### config.mk
export PLATFORM = sky130hd
export DESIGN_NAME = uart_rx_frame_check
export DESIGN_NICKNAME = d
export VERILOG_FILES = /design/src/rtl/uart_rx_pkg.sv /design/src/rtl/uart_rx_frame_check_sat_counter.sv /design/src/rtl/uart_rx_frame_check.sv
export SDC_FILE = /design/constraint.sdc
export NUM_CORES = 1
export LEC_CHECK = 0
export ABC_AREA = 1
export CAP_MARGIN = 20
export CORE_MARGIN = 2
export CORE_UTILIZATION = 55
export CTS_CLUSTER_DIAMETER = 120
export DETAILED_ROUTE_END_ITERATION = 10
export DONT_BUFFER_PORTS = 1
export HOLD_SLACK_MARGIN = 0.02
export PLACE_DENSITY = 0.81
export SLEW_MARGIN = 15
export SYNTH_ARGS = -nofsm -noshare
export SYNTH_HDL_FRONTEND = slang
export SYNTH_HIERARCHICAL = 1
export SYNTH_SLANG_ARGS = --single-unit
### constraint.sdc
create_clock -name clk -period 2.77 [get_ports clk]
set_input_delay 0 -clock clk [delete_from_list [all_inputs] [get_ports clk]]
set_output_delay 0 -clock clk [all_outputs]
set_load 0.05 [all_outputs]
### src/rtl/uart_rx_pkg.sv
// Shared definitions for the UART RX frame checker.
//   state_e     : frame FSM states (IDLE=0 .. DONE=4)
//   PARITY_EVEN : par_typ value selecting even parity
//   PARITY_ODD  : par_typ value selecting odd parity
package uart_rx_pkg;

  typedef enum logic [2:0] {
    IDLE   = 3'd0,
    DATA   = 3'd1,
    PARITY = 3'd2,
    STOP   = 3'd3,
    DONE   = 3'd4
  } state_e;

  localparam logic PARITY_EVEN = 1'b0;
  localparam logic PARITY_ODD  = 1'b1;

endpackage

### src/rtl/uart_rx_frame_check_sat_counter.sv
// Saturating event counter used for the UART RX error statistics.
//   clk     : system clock
//   reset_n : synchronous active-low reset, clears the count
//   inc     : add one (held at all-ones once reached)
//   clr     : synchronous clear, has priority over inc
//   cnt     : current count
module sat_counter #(
  parameter int unsigned WIDTH = 8
) (
  input  logic             clk,
  input  logic             reset_n,
  input  logic             inc,
  input  logic             clr,
  output logic [WIDTH-1:0] cnt
);

  logic [WIDTH-1:0] cnt_q;

  always_ff @(posedge clk) begin
    if (!reset_n) begin
      cnt_q <= '0;
    end else if (clr) begin
      cnt_q <= '0;
    end else if (inc && (cnt_q != '1)) begin
      cnt_q <= cnt_q + 1'b1;
    end
  end

  assign cnt = cnt_q;

endmodule

### src/rtl/uart_rx_frame_check.sv
// UART RX frame checker. Consumes one validated sample per bit period and
// tracks start, DATA_WIDTH data bits (LSB first), optional parity and one or
// two stop bits; reports parity/stop/break conditions and keeps saturating
// error counters.
//   clk, reset_n        : clock, synchronous active-low reset
//   rx_en               : enable; low aborts any frame in progress
//   sampled_bit         : majority-voted RX bit, qualified by sample_valid
//   par_en/par_typ      : parity present / odd parity (latched at start bit)
//   stop_2              : two stop bits (latched at start bit)
//   clr_cnt             : clear both error counters
//   data_out            : received data, updated with frame_done
//   frame_done          : 1-cycle pulse when a frame completes
//   data_valid          : frame_done without parity or stop error
//   par_err/stp_err/break_det : flags of the last frame, held until next frame_done
//   busy                : FSM not idle
//   par_err_cnt/stp_err_cnt   : saturating error counters
module uart_rx_frame_check
  import uart_rx_pkg::*;
#(
  parameter int unsigned DATA_WIDTH = 8,
  parameter int unsigned CNT_WIDTH  = 8
) (
  input  logic                  clk,
  input  logic                  reset_n,
  input  logic                  rx_en,
  input  logic                  sampled_bit,
  input  logic                  sample_valid,
  input  logic                  par_en,
  input  logic                  par_typ,
  input  logic                  stop_2,
  input  logic                  clr_cnt,
  output logic [DATA_WIDTH-1:0] data_out,
  output logic                  frame_done,
  output logic                  data_valid,
  output logic                  par_err,
  output logic                  stp_err,
  output logic                  break_det,
  output logic                  busy,
  output logic [CNT_WIDTH-1:0]  par_err_cnt,
  output logic [CNT_WIDTH-1:0]  stp_err_cnt
);

  localparam int unsigned BW = $clog2(DATA_WIDTH);
  localparam logic [BW-1:0] LAST_BIT = BW'(DATA_WIDTH - 1);

  state_e                state_q;
  logic [BW-1:0]         bit_cnt_q;
  logic [DATA_WIDTH-1:0] shift_q;
  logic                  par_en_q, par_typ_q, stop2_q;
  logic                  stop_cnt_q;
  logic                  par_bad_q, stp_bad_q;
  // Any 1 seen in the parity or stop samples; together with all-zero data
  // this decides the break condition.
  logic                  seen_one_q;
  logic [DATA_WIDTH-1:0] data_out_q;
  logic                  frame_done_q, data_valid_q;
  logic                  par_err_q, stp_err_q, break_q;

  logic par_exp, stp_now, brk_now;

  assign par_exp = (^shift_q) ^ (par_typ_q == PARITY_ODD);
  // Values for the final stop sample, folded in when moving to DONE.
  assign stp_now = stp_bad_q | ~sampled_bit;
  assign brk_now = (shift_q == '0) & ~seen_one_q & ~sampled_bit;

  always_ff @(posedge clk) begin
    if (!reset_n) begin
      state_q      <= IDLE;
      bit_cnt_q    <= '0;
      shift_q      <= '0;
      par_en_q     <= 1'b0;
      par_typ_q    <= 1'b0;
      stop2_q      <= 1'b0;
      stop_cnt_q   <= 1'b0;
      par_bad_q    <= 1'b0;
      stp_bad_q    <= 1'b0;
      seen_one_q   <= 1'b0;
      data_out_q   <= '0;
      frame_done_q <= 1'b0;
      data_valid_q <= 1'b0;
      par_err_q    <= 1'b0;
      stp_err_q    <= 1'b0;
      break_q      <= 1'b0;
    end else begin
      frame_done_q <= 1'b0;
      data_valid_q <= 1'b0;
      if (!rx_en) begin
        state_q   <= IDLE;
        bit_cnt_q <= '0;
      end else begin
        case (state_q)
          IDLE: begin
            if (sample_valid && !sampled_bit) begin
              state_q    <= DATA;
              par_en_q   <= par_en;
              par_typ_q  <= par_typ;
              stop2_q    <= stop_2;
              bit_cnt_q  <= '0;
              stop_cnt_q <= 1'b0;
              par_bad_q  <= 1'b0;
              stp_bad_q  <= 1'b0;
              seen_one_q <= 1'b0;
            end
          end
          DATA: begin
            if (sample_valid) begin
              shift_q <= {sampled_bit, shift_q[DATA_WIDTH-1:1]};
              if (bit_cnt_q == LAST_BIT) begin
                bit_cnt_q <= '0;
                state_q   <= par_en_q ? PARITY : STOP;
              end else begin
                bit_cnt_q <= bit_cnt_q + 1'b1;
              end
            end
          end
          PARITY: begin
            if (sample_valid) begin
              par_bad_q <= (sampled_bit != par_exp);
              if (sampled_bit) seen_one_q <= 1'b1;
              state_q <= STOP;
            end
          end
          STOP: begin
            if (sample_valid) begin
              if (stop2_q && !stop_cnt_q) begin
                stop_cnt_q <= 1'b1;
                stp_bad_q  <= stp_now;
                if (sampled_bit) seen_one_q <= 1'b1;
              end else begin
                // Outputs are registered here so they are visible during DONE.
                state_q      <= DONE;
                frame_done_q <= 1'b1;
                data_out_q   <= shift_q;
                par_err_q    <= par_bad_q;
                stp_err_q    <= stp_now;
                break_q      <= brk_now;
                data_valid_q <= ~par_bad_q & ~stp_now;
              end
            end
          end
          DONE:    state_q <= IDLE;
          default: state_q <= IDLE;
        endcase
      end
    end
  end

  sat_counter #(.WIDTH(CNT_WIDTH)) u_par_cnt (
    .clk     (clk),
    .reset_n (reset_n),
    .inc     (frame_done_q & par_err_q),
    .clr     (clr_cnt),
    .cnt     (par_err_cnt)
  );

  sat_counter #(.WIDTH(CNT_WIDTH)) u_stp_cnt (
    .clk     (clk),
    .reset_n (reset_n),
    .inc     (frame_done_q & stp_err_q),
    .clr     (clr_cnt),
    .cnt     (stp_err_cnt)
  );

  assign data_out   = data_out_q;
  assign frame_done = frame_done_q;
  assign data_valid = data_valid_q;
  assign par_err    = par_err_q;
  assign stp_err    = stp_err_q;
  assign break_det  = break_q;
  assign busy       = (state_q != IDLE);

endmodule
Word level (Yosys, flattened, before mapping). Cells that the tools add are included.

$add $sub $neg: 3. Equality and inequality tests: 14. Mux-type cells: 27. Bitwise operators: 16. Reduce and logical (&&, ||, !) cells: 26.

Operators by type and width (number): $mux 3 (9); $add 8x1->8 const B (2); $ne 8x8->1 const B (2); $ne 2x2->1 const B (7); $mux 1 (12); $pmux 3 s4 (1); $reduce_and 4->1 (3); $reduce_and 6->1 (2); $not 1->1 (9); $reduce_and 3->1 (3); $logic_not 8->1 (1); $reduce_xor 8->1 (1); $eq 3x2->1 const B (2); $pmux 1 s2 (3); $pmux 3 s2 (1); $reduce_bool 2->1 (3); $reduce_bool 3->1 (2); $and 1x1->1 (5); $reduce_and 5->1 (1); $reduce_or 5->1 (1); $logic_and 1x1->1 (4); $add 3x1->3 const B (1); $eq 3x1->1 const B (1); $eq 3x3->1 const B (1); other kinds (8) (9).

Bits in registers: 50. Input port bits: 9. Word-level logic and storage cells: 104.

Depth between registers and ports, before layout. Gate-level depths: netlist of the first run.

Word-level depth: 5. Mapped depth: 11. Depth with buffers taken out: 11.

Modules after synthesis. The synthesis of the first run kept the hierarchy.

Modules (own cells, without submodules): uart_rx_frame_check (times used 1, cells an instance 208, area an instance 1547.7 µm²); sat_counter (times used 2, cells an instance 72, area an instance 462.9 µm²).

Worst setup path before layout of the first run. Ideal clock, no wire load.

Path type: reg-to-reg. From: register u_par_cnt.cnt_q[0], in the netlist u_par_cnt/cnt[0]. To: register u_par_cnt.cnt_q[6], in the netlist u_par_cnt/cnt[6]. Setup time: 0.117 ns. Arrival time: 1.485 ns. Data required time: 2.653 ns. Setup slack: 1.168 ns. Stages on the path, launching flop included: 9. Buffers on the path: 0. Period minus slack after synthesis: 1.602 ns. Cell sequence: dfxtp_1 ha_1 nand2_1 inv_1 nand2_1 nor2_1 nand3_1 nand2_1 nor2_1.

Cells in the longest elaborated chain, start to end: 2.

RTL lines: start, declared (line uart_rx_frame_check_sat_counter.sv:17) `logic [WIDTH-1:0] cnt_q;`; start signal, assigned (line uart_rx_frame_check_sat_counter.sv:25) `cnt_q <= cnt_q + 1'b1;`; parallel branches: the longest is 2 deep, another holds $add 8x1->8.

Parallel ways; which one is timed is not known. A chain may end at the register's enable or synchronous reset.

Worst setup path after layout of the first run.
From: input sampled_bit. To: register seen_one_q.

Cells in the longest elaborated chain, start to end: 4.

RTL lines: start, declared (line uart_rx_frame_check.sv:26) `input logic sampled_bit,`; $mux 1 / $logic_not 1->1 (equally long branches); $mux 1 / $logic_and 1x1->1 (equally long branches); $mux 1 / $ne 2x2->1 (equally long branches); $pmux 1 s3 / $reduce_and 6->1 (equally long branches); end signal, assigned (line uart_rx_frame_check.sv:77) `seen_one_q <= 1'b0;`; end signal, assigned (line uart_rx_frame_check.sv:102) `seen_one_q <= 1'b0;`; end signal, assigned (line uart_rx_frame_check.sv:119) `if (sampled_bit) seen_one_q <= 1'b1;`; end, declared (line uart_rx_frame_check.sv:54) `logic seen_one_q;`.

Several ways; a longest one is shown, not always the timed one. The select of a mux whose other input is x is not followed.

==> results of run 1 <==
==> what timing repair did <==
action / 4_1_cts / 5_1_grt
hold buffers: 11 / 0
endpoints found under the hold margin: 50 / 0
buffers inserted: 0 / 0
==> sequential cells by signal, summed over array words and instances, names as in the netlist <==
| signal | cells |
|---|---|
| frame_done | 1 |
| bit_cnt_q | 3 |
| par_en_q | 1 |
| par_bad_q | 1 |
| stop_cnt_q | 1 |
| shift_q | 8 |
| break_det | 1 |
| stop2_q | 1 |
| seen_one_q | 1 |
| data_valid | 1 |
| u_stp_cnt/cnt | 8 |
| u_par_cnt/cnt | 8 |
| par_typ_q | 1 |
| par_err | 1 |
| state_q | 3 |
| stp_err | 1 |
| stp_bad_q | 1 |
| data_out | 8 |
==> metal layers <==
metal | wire length [microns] | GRT usage, % | vias to the layer above
met2 | 2450 | 38.4 | 62
met5 | 0 | 0 | -
met4 | 84 | 9.43 | 0
li1 | - | - | 1159
met3 | 371 | 7.12 | 10
met1 | 2150 | 23.5 | 969
==> cell usage after synthesis, types with 4 or more instances <==
cell	count
a21oi_1	40
nor3_1	4
nand2_2	4
inv_1	45
dfxtp_1	50
nor2_2	5
nand2_1	70
nand3_1	19
nand4_1	4
nor2_1	42
o21ai_0	30
ha_1	8
nand3b_1	6
==> stage by stage <==
stage | worst slack [ns] | area (sq um) | utilization (%) | cells
after floorplan | 1.17 | 2470 | - | 352
after global placement | 1.08 | 2500 | 57.4 | 398
after detailed placement | 1.02 | 2500 | 57.4 | 398
after CTS | 0.455 | 2710 | 62.2 | 417
after global routing | 0.299 | 2710 | 62.2 | 417
final | 0.414 | 2710 | 62.2 | 417
==> worst paths after layout <==
path	startpoint	to	slack, ns	depth (start not counted)
worst max-delay path	sampled_bit	seen_one_q$_SDFFE_PN0P_	0.41	10
worst min-delay path	sample_valid	state_q[1]$_SDFFE_PN0P_	0.04	4
worst max register to register	state_q[0]$_SDFFE_PN0P_	seen_one_q$_SDFFE_PN0P_	0.42	8
worst min register to register	par_bad_q$_SDFFE_PN0P_	data_valid$_SDFF_PP0_	0.48	1
==> layout make-up <==
cell class                      count  share of cell area, %
Multi-Input combinational cell    245                   45.8
Sequential cell                    50                   37.0
Inverter                           50                   6.93
Timing Repair Buffer               12                   4.35
Clock buffer                        6                   3.05
Tap cell                           52                   2.40
Clock inverter                      2                  0.462
==> cell usage in the layout (no fill, tap or decap) <==
master         Yosys  layout
dfxtp_1           50      50
clkinv_2           0       1
nor2_2             5       5
nand4_1            4       4
nand3_1           19      19
clkinv_1           2       2
nand3_2            2       2
inv_2              3       3
o21ai_0           30      30
dlygate4sd3_1      0      11
inv_1             45      45
a21oi_1           40      40
a21oi_2            1       1
nand2_1           70      70
or2_2              1       1
buf_4              2       1
nor3_4             1       1
nor3_1             4       4
clkbuf_8           0       6
nand2_4            2       2
nor2_1            42      42
clkinvlp_4         0       1
ha_1               8       8
nand2_2            4       4
nand3b_1           6       6
nor2_4             3       3
nor4_1             1       1
o211ai_1           1       1
o22ai_1            1       1
==> tightest hold or removal path, cell delays in order <==
cell and delay [ns]:
o21ai_0 0.13, nor2_1 0.06, o21ai_0 0.07, nor2_1 0.04
==> kinds of logic (layout without fill, tap and decap cells) <==
group / after synthesis / count (layout) / share of synthesized area, %
compound gates: 73 / 73 / 15.1
buf+inv: 57 / 70 / 9.41
flops: 50 / 50 / 40.5
fa+ha+maj: 8 / 8 / 4.05
simple gates: 164 / 164 / 31.0
==> power by group through the flow <==
stage | clock network [uW] | registers [uW] | logic, uW
2_1_floorplan | 0 | 744 | 55.3
3_3_place_gp | 0 | 744 | 59.5
3_5_place_dp | 0 | 744 | 61.2
4_1_cts | 453 | 727 | 80.0
5_1_grt | 473 | 728 | 92.9
6_report | 437 | 727 | 81.3
==> flow_summary.yaml, run 1 <==
timing:
  whs_ns: 0.0374
  fmax_mhz: 425
  hold_viol: 0
  setup_tns_ns: 0
  slew-limit-headroom_pct: 44.5
  fin_crit_sh_pct: 85.0
  tightest_slew_ns: 0.829
  skew_ns: 0.00688
  rsz0062_at_grt: "no"
  drv_slew: 0
  min_period_ns: 2.36
  setup_viol: 0
floorplanning:
  initial_core_util_pct: 56.8
  io_pins: 39
  die_width_microns: 71.1
  die_h_microns: 71.1
  dieArea_sq_um: 5050
  core_area_sq_um: 4350
  fp-row-count: 24
placed_design:
  gp_congestion: 0.930
  dp_hpwl_microns: 3600
  io_buffers: 0
logic_synthesis:
  yosys_warnings: 6
  yosysSeqAreaShare_pct: 40.5
  synth.distinct_cells: 28
  yosys_register_bits: 50
  synth_top_area_share_pct: 40.5
  async_flop_share_pct: 0
  synth-edff-count: 0
  yosysTopAreaCell: "dfxtp_1"
  syn_area_per_cell_sq_um: 7.03
  syn_area_sq_um: 2470
  synth_cells: 352
  syn_nets: 369
  ys_top_cells_by_area: "dfxtp_1, nand2_1, a21oi_1"
  ys.flop_type: "dfxtp_1"
route:
  wl_per_cell_microns: 12.1
  firstDrtPassIters: 4
  drt_iter0_drc: 84
  ant_nets: 0
  drt-total-wl_microns: 5060
  drc: 0
  dr_total_vias: 2200
  viasPerCell: 5.28
setup_path:
  crit_required_ns: 3.02
  slowest_stage: "dlygate4sd3_1"
  start_kind: "primary input"
  critPathBufInv: 4
  cp_common_cell: "dlygate4sd3_1"
  path_class: "primary input to flip-flop"
  slowest_delay_ns: 0.60
  crit_chain: "dlygate4sd3_1 -> inv_1 -> nand2_1 -> nand3_1 -> nand2_1 -> nor2_1 -> nand3_1 -> dlygate4sd3_1 -> a21oi_1 -> dlygate4sd3_1"
  arrival_ns: 2.61
  crit_family: "buffers and inverters"
  crit_path_max_fanout: 5
  worstSetupEndpointType: "flip-flop"
final_layout:
  fillCellCount: 403
  synthToLayoutAreaGrowth_pct: 9.41
  drive_gt1_share_pct: 8.49
  multi_input_area_sq_um: 1240
  regArea_sq_um: 1000
  antennaDiodeCount: 0
  nNetsFinal: 381
hold_path:
  hold_path_class: "primary input to flip-flop"
power:
  seqPwrFrac_pct: 58.4
  power_uw: 1250
  power.internal_uw: 953
  sw_frac_of_total_pct: 23.5
  powerDensity_nw_per_um2: 460
  p_switching_uw: 292
  p_comb_share_pct: 6.5
  clock_power_share_pct: 35.1
  vdd_ir_drop_max_mv: 0.365
  power_leakage_uw: 0.00112
global_route:
  grt.overflow.total: 0
  antenna_found_initial: 0
  grt_pass1_vias: 2193
  grt_max_degree: 28
  grt_use_total_pct: 21.7
  grt_pass1_wl_microns: 8810
clock_tree:
  cts_tree: "yes"
  cts_resized: 0
  numCtsBuffers: 5
  cts-root-buf: "clkbuf_8"
  clk_pin_slew_worst_paths_ns: 0.09
  cts_sinks: 50
  insertion_delay_ns: 0.30
  clk_path_buf_depth: 2
  htreeDepth: 2
outcome:
  status: "complete, no violations"
flow_run:
  maxCapViolCount: 0
Power figures use the tool's default switching activity.
==> inputs of run 2 (changes only) <==
--- a/config.mk
+++ b/config.mk
@@ -8,12 +8,12 @@
 export ABC_AREA = 1
 export CAP_MARGIN = 20
 export CORE_MARGIN = 2
-export CORE_UTILIZATION = 55
+export CORE_UTILIZATION = 60
 export CTS_CLUSTER_DIAMETER = 120
 export DETAILED_ROUTE_END_ITERATION = 10
 export DONT_BUFFER_PORTS = 1
 export HOLD_SLACK_MARGIN = 0.02
-export PLACE_DENSITY = 0.81
+export PLACE_DENSITY = 0.87
 export SLEW_MARGIN = 15
 export SYNTH_ARGS = -nofsm -noshare
 export SYNTH_HDL_FRONTEND = slang
==> run 2 against run 1 <==
Net effect:
- global-route usage is 0.13 points higher
- critical endpoint unchanged
- highest routed layer unchanged
- register-to-register slack lost 0.20 ns
- clock power shrank 7.6%
- setup slack got worse by 0.20 ns
- fmax shrank 7.8%
- hold slack worse by 0.0021 ns
- die area fell by 7.9%
- first-iteration DRC count rose by 35%
- cell count is 0.48% lower
- critical path depth shrank 2
==> flow_summary.yaml, run 2 (synthesis gave the netlist of run 1 again) <==
outcome:
  status: "complete, no violations"
global_route:
  grt_pass1_wl_microns: 7730
  grt.overflow.total: 0
  grt_use_total_pct: 21.8
  antenna_found_initial: 0
  grt_pass1_vias: 1899
  grt_max_degree: 28
timing:
  fin_crit_sh_pct: 92.2
  drv_slew: 0
  setup_viol: 0
  tightest_slew_ns: 0.801
  fmax_mhz: 392
  slew-limit-headroom_pct: 46.4
  hold_viol: 0
  whs_ns: 0.0353
  final.setup.worst_slack_ns: 0.216
  skew_ns: 0.00771
  rsz0062_at_grt: "no"
  setup_tns_ns: 0
  min_period_ns: 2.55
route:
  drt_iter0_drc: 113
  drc: 0
  dr_total_vias: 2211
  viasPerCell: 5.33
  drt-total-wl_microns: 4850
  firstDrtPassIters: 4
  wl_per_cell_microns: 11.7
  ant_nets: 0
clock_tree:
  cts_tree: "yes"
  insertion_delay_ns: 0.29
  clk_path_buf_depth: 2
  cts-root-buf: "clkbuf_8"
  htreeDepth: 2
  cts_sinks: 50
  postCtsSetupBuffers: 0
  clk_pin_slew_worst_paths_ns: 0.09
  numCtsBuffers: 5
placed_design:
  io_buffers: 0
  dpl_worst_slack_ns: 1.03
  gp_congestion: 0.891
  dp_hpwl_microns: 3410
  placed_area_sq_um: 2500
final_layout:
  layout_commonest_cell: "nand2_1"
  fin_area_sq_um: 2700
  fillCellCount: 328
  finalCoreUtilization_pct: 67.9
  mostFrequentLayoutCells: "nand2_1, dfxtp_1, inv_1"
  drive_gt1_share_pct: 8.49
  nNetsFinal: 381
  antennaDiodeCount: 0
  synthToLayoutAreaGrowth_pct: 9.05
floorplanning:
  initial_core_util_pct: 62.3
  fp-row-count: 23
  die_h_microns: 68.2
  dieArea_sq_um: 4650
  core_area_sq_um: 3970
  io_pins: 39
  die_width_microns: 68.2
setup_path:
  crit_required_ns: 2.96
  path_class: "flip-flop to flip-flop"
  crit_path_max_fanout: 7
  worstSetupEndpointType: "flip-flop"
  start_kind: "flip-flop"
  arrival_ns: 2.74
flow_run:
  maxCapViolCount: 0
power:
  powerDensity_nw_per_um2: 450
  power_leakage_uw: 0.00112
  vdd_ir_drop_max_mv: 0.292
hold_path:
  hold_path_class: "primary input to flip-flop"
==> run 2: changes by cell type in the layout (fill, tap and decap cells not counted) <==
cell        previous run  this run
clkinv_4               0         1
clkbuf_1               0         1
nand2_2                4         5
nand2_1               70        69
clkinvlp_4             1         0
clkbuf_8               6         5
==> run 2: report_power, final <==
group          internal, uW  switching [uW]
Combinational          30.1            51.1
Clock                   178             226
Sequential              724            3.70
Total                   932             280
==> run 2: stage by stage <==
step / total power, uW / std cells
2_1_floorplan: 799 / 352
3_3_place_gp: 803 / 396
3_5_place_dp: 805 / 396
4_1_cts: 1230 / 415
5_1_grt: 1270 / 415
6_report: 1210 / 415
==> run 2: area by class of cell <==
class / count / area (sq um) / share of cell area [%]
Clock buffer: 6 / 72.6 / 2.69
Multi-Input combinational cell: 245 / 1240 / 46.1
Sequential cell: 50 / 1000 / 37.1
Timing Repair Buffer: 12 / 118 / 4.36
Clock inverter: 2 / 13.8 / 0.510
Inverter: 50 / 188 / 6.96
Tap cell: 50 / 62.6 / 2.32
==> run 2: repair_timing <==
action / 4_1_cts / 5_1_grt
resized for setup: 0 / 1
setup endpoints to repair: 0 / 1
hold endpoints to repair: 48 / 0
hold buffers: 11 / 0
==> run 2: final timing paths <==
path                            slack, ns  depth (start not counted)                      start                        end
worst min-delay path                 0.04                          4               sample_valid      par_en_q$_SDFFE_PN0P_
worst max-delay path                 0.22                          8    state_q[1]$_SDFFE_PN0P_    seen_one_q$_SDFFE_PN0P_
worst min register to register       0.48                          2  bit_cnt_q[2]$_SDFFE_PN0P_  bit_cnt_q[2]$_SDFFE_PN0P_
worst max register to register       0.22                          8    state_q[1]$_SDFFE_PN0P_    seen_one_q$_SDFFE_PN0P_
==> run 2: critical path: stages (launching register included) <==
cell           delay, ns
dfxtp_1             0.36
nor2_2              0.20
nand2_2             0.26
nor2_1              0.21
nand2_1             0.17
nand2_1             0.09
dlygate4sd3_1       0.57
a21oi_1             0.04
dlygate4sd3_1       0.54
==> run 2: routing by layer <==
metal | track usage (%) | up-vias | share of wire, %
met5 | 0 | - | 0
met2 | 37.4 | 67 | 49
met1 | 26.9 | 980 | 43
met3 | 6.09 | 4 | 6.9
met4 | 5.25 | 0 | 0.91
li1 | - | 1160 | -
==> inputs of run 3 (changes only) <==
--- a/config.mk
+++ b/config.mk
@@ -6,14 +6,13 @@
 export NUM_CORES = 1
 export LEC_CHECK = 0
 export ABC_AREA = 1
+export BUFFER_PORTS_ARGS = -buffer_cell sky130_fd_sc_hd__buf_2
 export CAP_MARGIN = 20
-export CORE_MARGIN = 2
 export CORE_UTILIZATION = 60
 export CTS_CLUSTER_DIAMETER = 120
 export DETAILED_ROUTE_END_ITERATION = 10
-export DONT_BUFFER_PORTS = 1
 export HOLD_SLACK_MARGIN = 0.02
-export PLACE_DENSITY = 0.87
+export PLACE_DENSITY = 0.95
 export SLEW_MARGIN = 15
 export SYNTH_ARGS = -nofsm -noshare
 export SYNTH_HDL_FRONTEND = slang
==> run 3 against run 2 <==
Net effect:
- sequential share of layout area fell by 1.6 points
- clock skew shrank 0.0023 ns
- global-route usage increased by 4.2 points
- clock-buffer cell count is 1 higher
- flip-flop and latch count unchanged
- sequential power barely moved
- hold slack better by 0.017 ns
- core utilization rose by 6.3 points
- first-iteration DRC count increased by 24%
- clock power increased by 6.7%
- combinational power is 2% higher
- routed wire length is 6.6% higher
- critical path type unchanged
- largest power group unchanged
==> flow_summary.yaml, run 3 (synthesis gave the netlist of run 1 again) <==
clock_tree:
  cts_resized: 0
  insertion_delay_ns: 0.30
  cts_tree: "yes"
  cts_hold_buf: 5
  clk_pin_slew_worst_paths_ns: 0.08
  cts_sinks: 50
  cts-root-buf: "clkbuf_8"
  numCtsBuffers: 5
  postCtsSetupBuffers: 0
  htreeDepth: 2
  clk_path_buf_depth: 2
power:
  vdd_ir_drop_max_mv: 0.253
  sw_frac_of_total_pct: 23.1
  power_uw: 1240
  seqPwrFrac_pct: 58.6
  powerDensity_nw_per_um2: 440
  p_switching_uw: 287
  power.internal_uw: 954
  power_leakage_uw: 0.00129
  clock_power_share_pct: 34.7
  p_comb_share_pct: 6.7
floorplanning:
  dieArea_sq_um: 4380
  initial_core_util_pct: 65.1
  io_pins: 39
  die_width_microns: 66.2
  die_h_microns: 66.2
  fp-row-count: 22
  core_area_sq_um: 3800
hold_path:
  worstHoldStart: "rx_en"
  hold_depth: 3
  hold_path_end: "par_en_q$_SDFFE_PN0P_"
  hold_path_class: "primary input to flip-flop"
final_layout:
  fillCellCount: 302
  regArea_sq_um: 1000
  nNetsFinal: 412
  fin_area_sq_um: 2820
  layout_commonest_cell: "nand2_1"
  finalCoreUtilization_pct: 74.2
  antennaDiodeCount: 0
  synthToLayoutAreaGrowth_pct: 14.0
  mostFrequentLayoutCells: "nand2_1, dfxtp_1, inv_1"
  drive_gt1_share_pct: 16.9
  multi_input_area_sq_um: 1240
setup_path:
  worst_r2r_path_depth: 6
  slowest_delay_ns: 0.37
  critPathBufInv: 1
  worstSetupEndpointType: "flip-flop"
  crit_path_max_fanout: 16
  start_kind: "flip-flop"
  crit_start: "state_q[1]$_SDFFE_PN0P_"
  slowest_stage: "dfxtp_1"
  crit_required_ns: 2.94
  path_class: "flip-flop to flip-flop"
  arrival_ns: 1.80
  crit_chain: "nor2_2 -> nand2_2 -> inv_1 -> nand3_1 -> o21ai_0 -> a21oi_1"
  regToRegSetupSlack_ns: 1.14
  r2r_start: "state_q[1]$_SDFFE_PN0P_"
  crit_family: "simple AND/OR/NAND/NOR gates"
  r2r_end: "shift_q[3]$_SDFFE_PN0P_"
timing:
  rsz0062_at_grt: "no"
  fin_crit_sh_pct: 58.8
  hold_viol: 0
  tightest_slew_ns: 0.637
  slew-limit-headroom_pct: 57.4
  setup_viol: 0
  setup_tns_ns: 0
  min_period_ns: 1.63
  drv_slew: 0
  skew_ns: 0.00546
  fmax_mhz: 614
  whs_ns: 0.0526
global_route:
  busiest_layer: "met2"
  grt_max_degree: 28
  grt_pass1_wl_microns: 8780
  grt.overflow.total: 0
  grt_use_total_pct: 26.0
  gr-usage-met2_pct: 47.2
  grt_pass1_vias: 2061
  use_met3_pct: 5.17
  grtUsageMet1_pct: 30.0
  antenna_found_initial: 0
placed_design:
  dp_hpwl_microns: 3670
  gp_congestion: 0.925
  io_buffers: 38
  placed_area_sq_um: 2680
route:
  viasPerCell: 5.33
  drt-total-wl_microns: 5170
  firstDrtPassIters: 4
  ant_nets: 0
  dr_total_vias: 2366
  wl_per_cell_microns: 11.6
  drt_iter0_drc: 140
  drc: 0
outcome:
  status: "complete, no violations"
flow_run:
  maxCapViolCount: 0
run 3: cell types whose count changed in the layout (fill, tap and decap cells not counted):
cell           before  now
buf_2               0   38
clkbuf_8            5    6
nand2_2             5    4
dlygate4sd3_1      11    5
clkinv_4            1    0
buf_4               1    0
nand2_1            69   70
run 3: per-stage QoR:
| stage | setup slack (ns) | instances |
|---|---|---|
| 6_report | 1.14 | 444 |
| 4_1_cts | 1.15 | 444 |
| 3_5_place_dp | 1.18 | 431 |
| 2_1_floorplan | 1.17 | 352 |
| 3_3_place_gp | 1.27 | 431 |
| 5_1_grt | 0.912 | 444 |
run 3: how the worst max path moves through the flow:
stage | to | slack, ns | cells past startpoint
finish | shift_q[3]$_SDFFE_PN0P_ | 1.14 | 6
global route | data_valid$_SDFF_PP0_ | 0.91 | 4
CTS | break_det$_SDFFE_PN0P_ | 1.15 | 5
detailed placement | break_det$_SDFFE_PN0P_ | 1.18 | 5
global placement | break_det$_SDFFE_PN0P_ | 1.27 | 5
floorplan | u_par_cnt/cnt[6]$_SDFFE_PP0P_ | 1.17 | 8
run 3: power by group through the flow:
| stage | sequential, uW | combinational, uW | clock (uW) |
|---|---|---|---|
| 6_report | 727 | 82.6 | 431 |
| 3_3_place_gp | 744 | 73.0 | 0 |
| 3_5_place_dp | 744 | 75.7 | 0 |
| 2_1_floorplan | 744 | 55.3 | 0 |
| 4_1_cts | 727 | 81.4 | 441 |
| 5_1_grt | 728 | 94.3 | 472 |
run 3: layout make-up:
class / instances / share of cell area [%]
repair buffers: 43 / 8.52
inverters: 50 / 6.65
clock inverters: 1 / 0.177
clock buffers: 7 / 3.06
flip-flops and latches: 50 / 35.5
multi-input cells: 245 / 44.0
well taps: 48 / 2.13
run 3: per-layer routing:
layer	wire length (microns)	share of wire, %	vias up
met3	264	5.1	7
li1	-	-	1216
met4	72	1.4	0
met1	2260	44	1074
met5	0	0	-
met2	2570	50	69
run 3: worst min-delay path, delay by kind of cell:
kind / cells / cell delay (ns)
buffers and inverters: 1 / 0.15
AND/OR/NAND/NOR: 1 / 0.09
AO/OA/AOI/OAI: 1 / 0.08
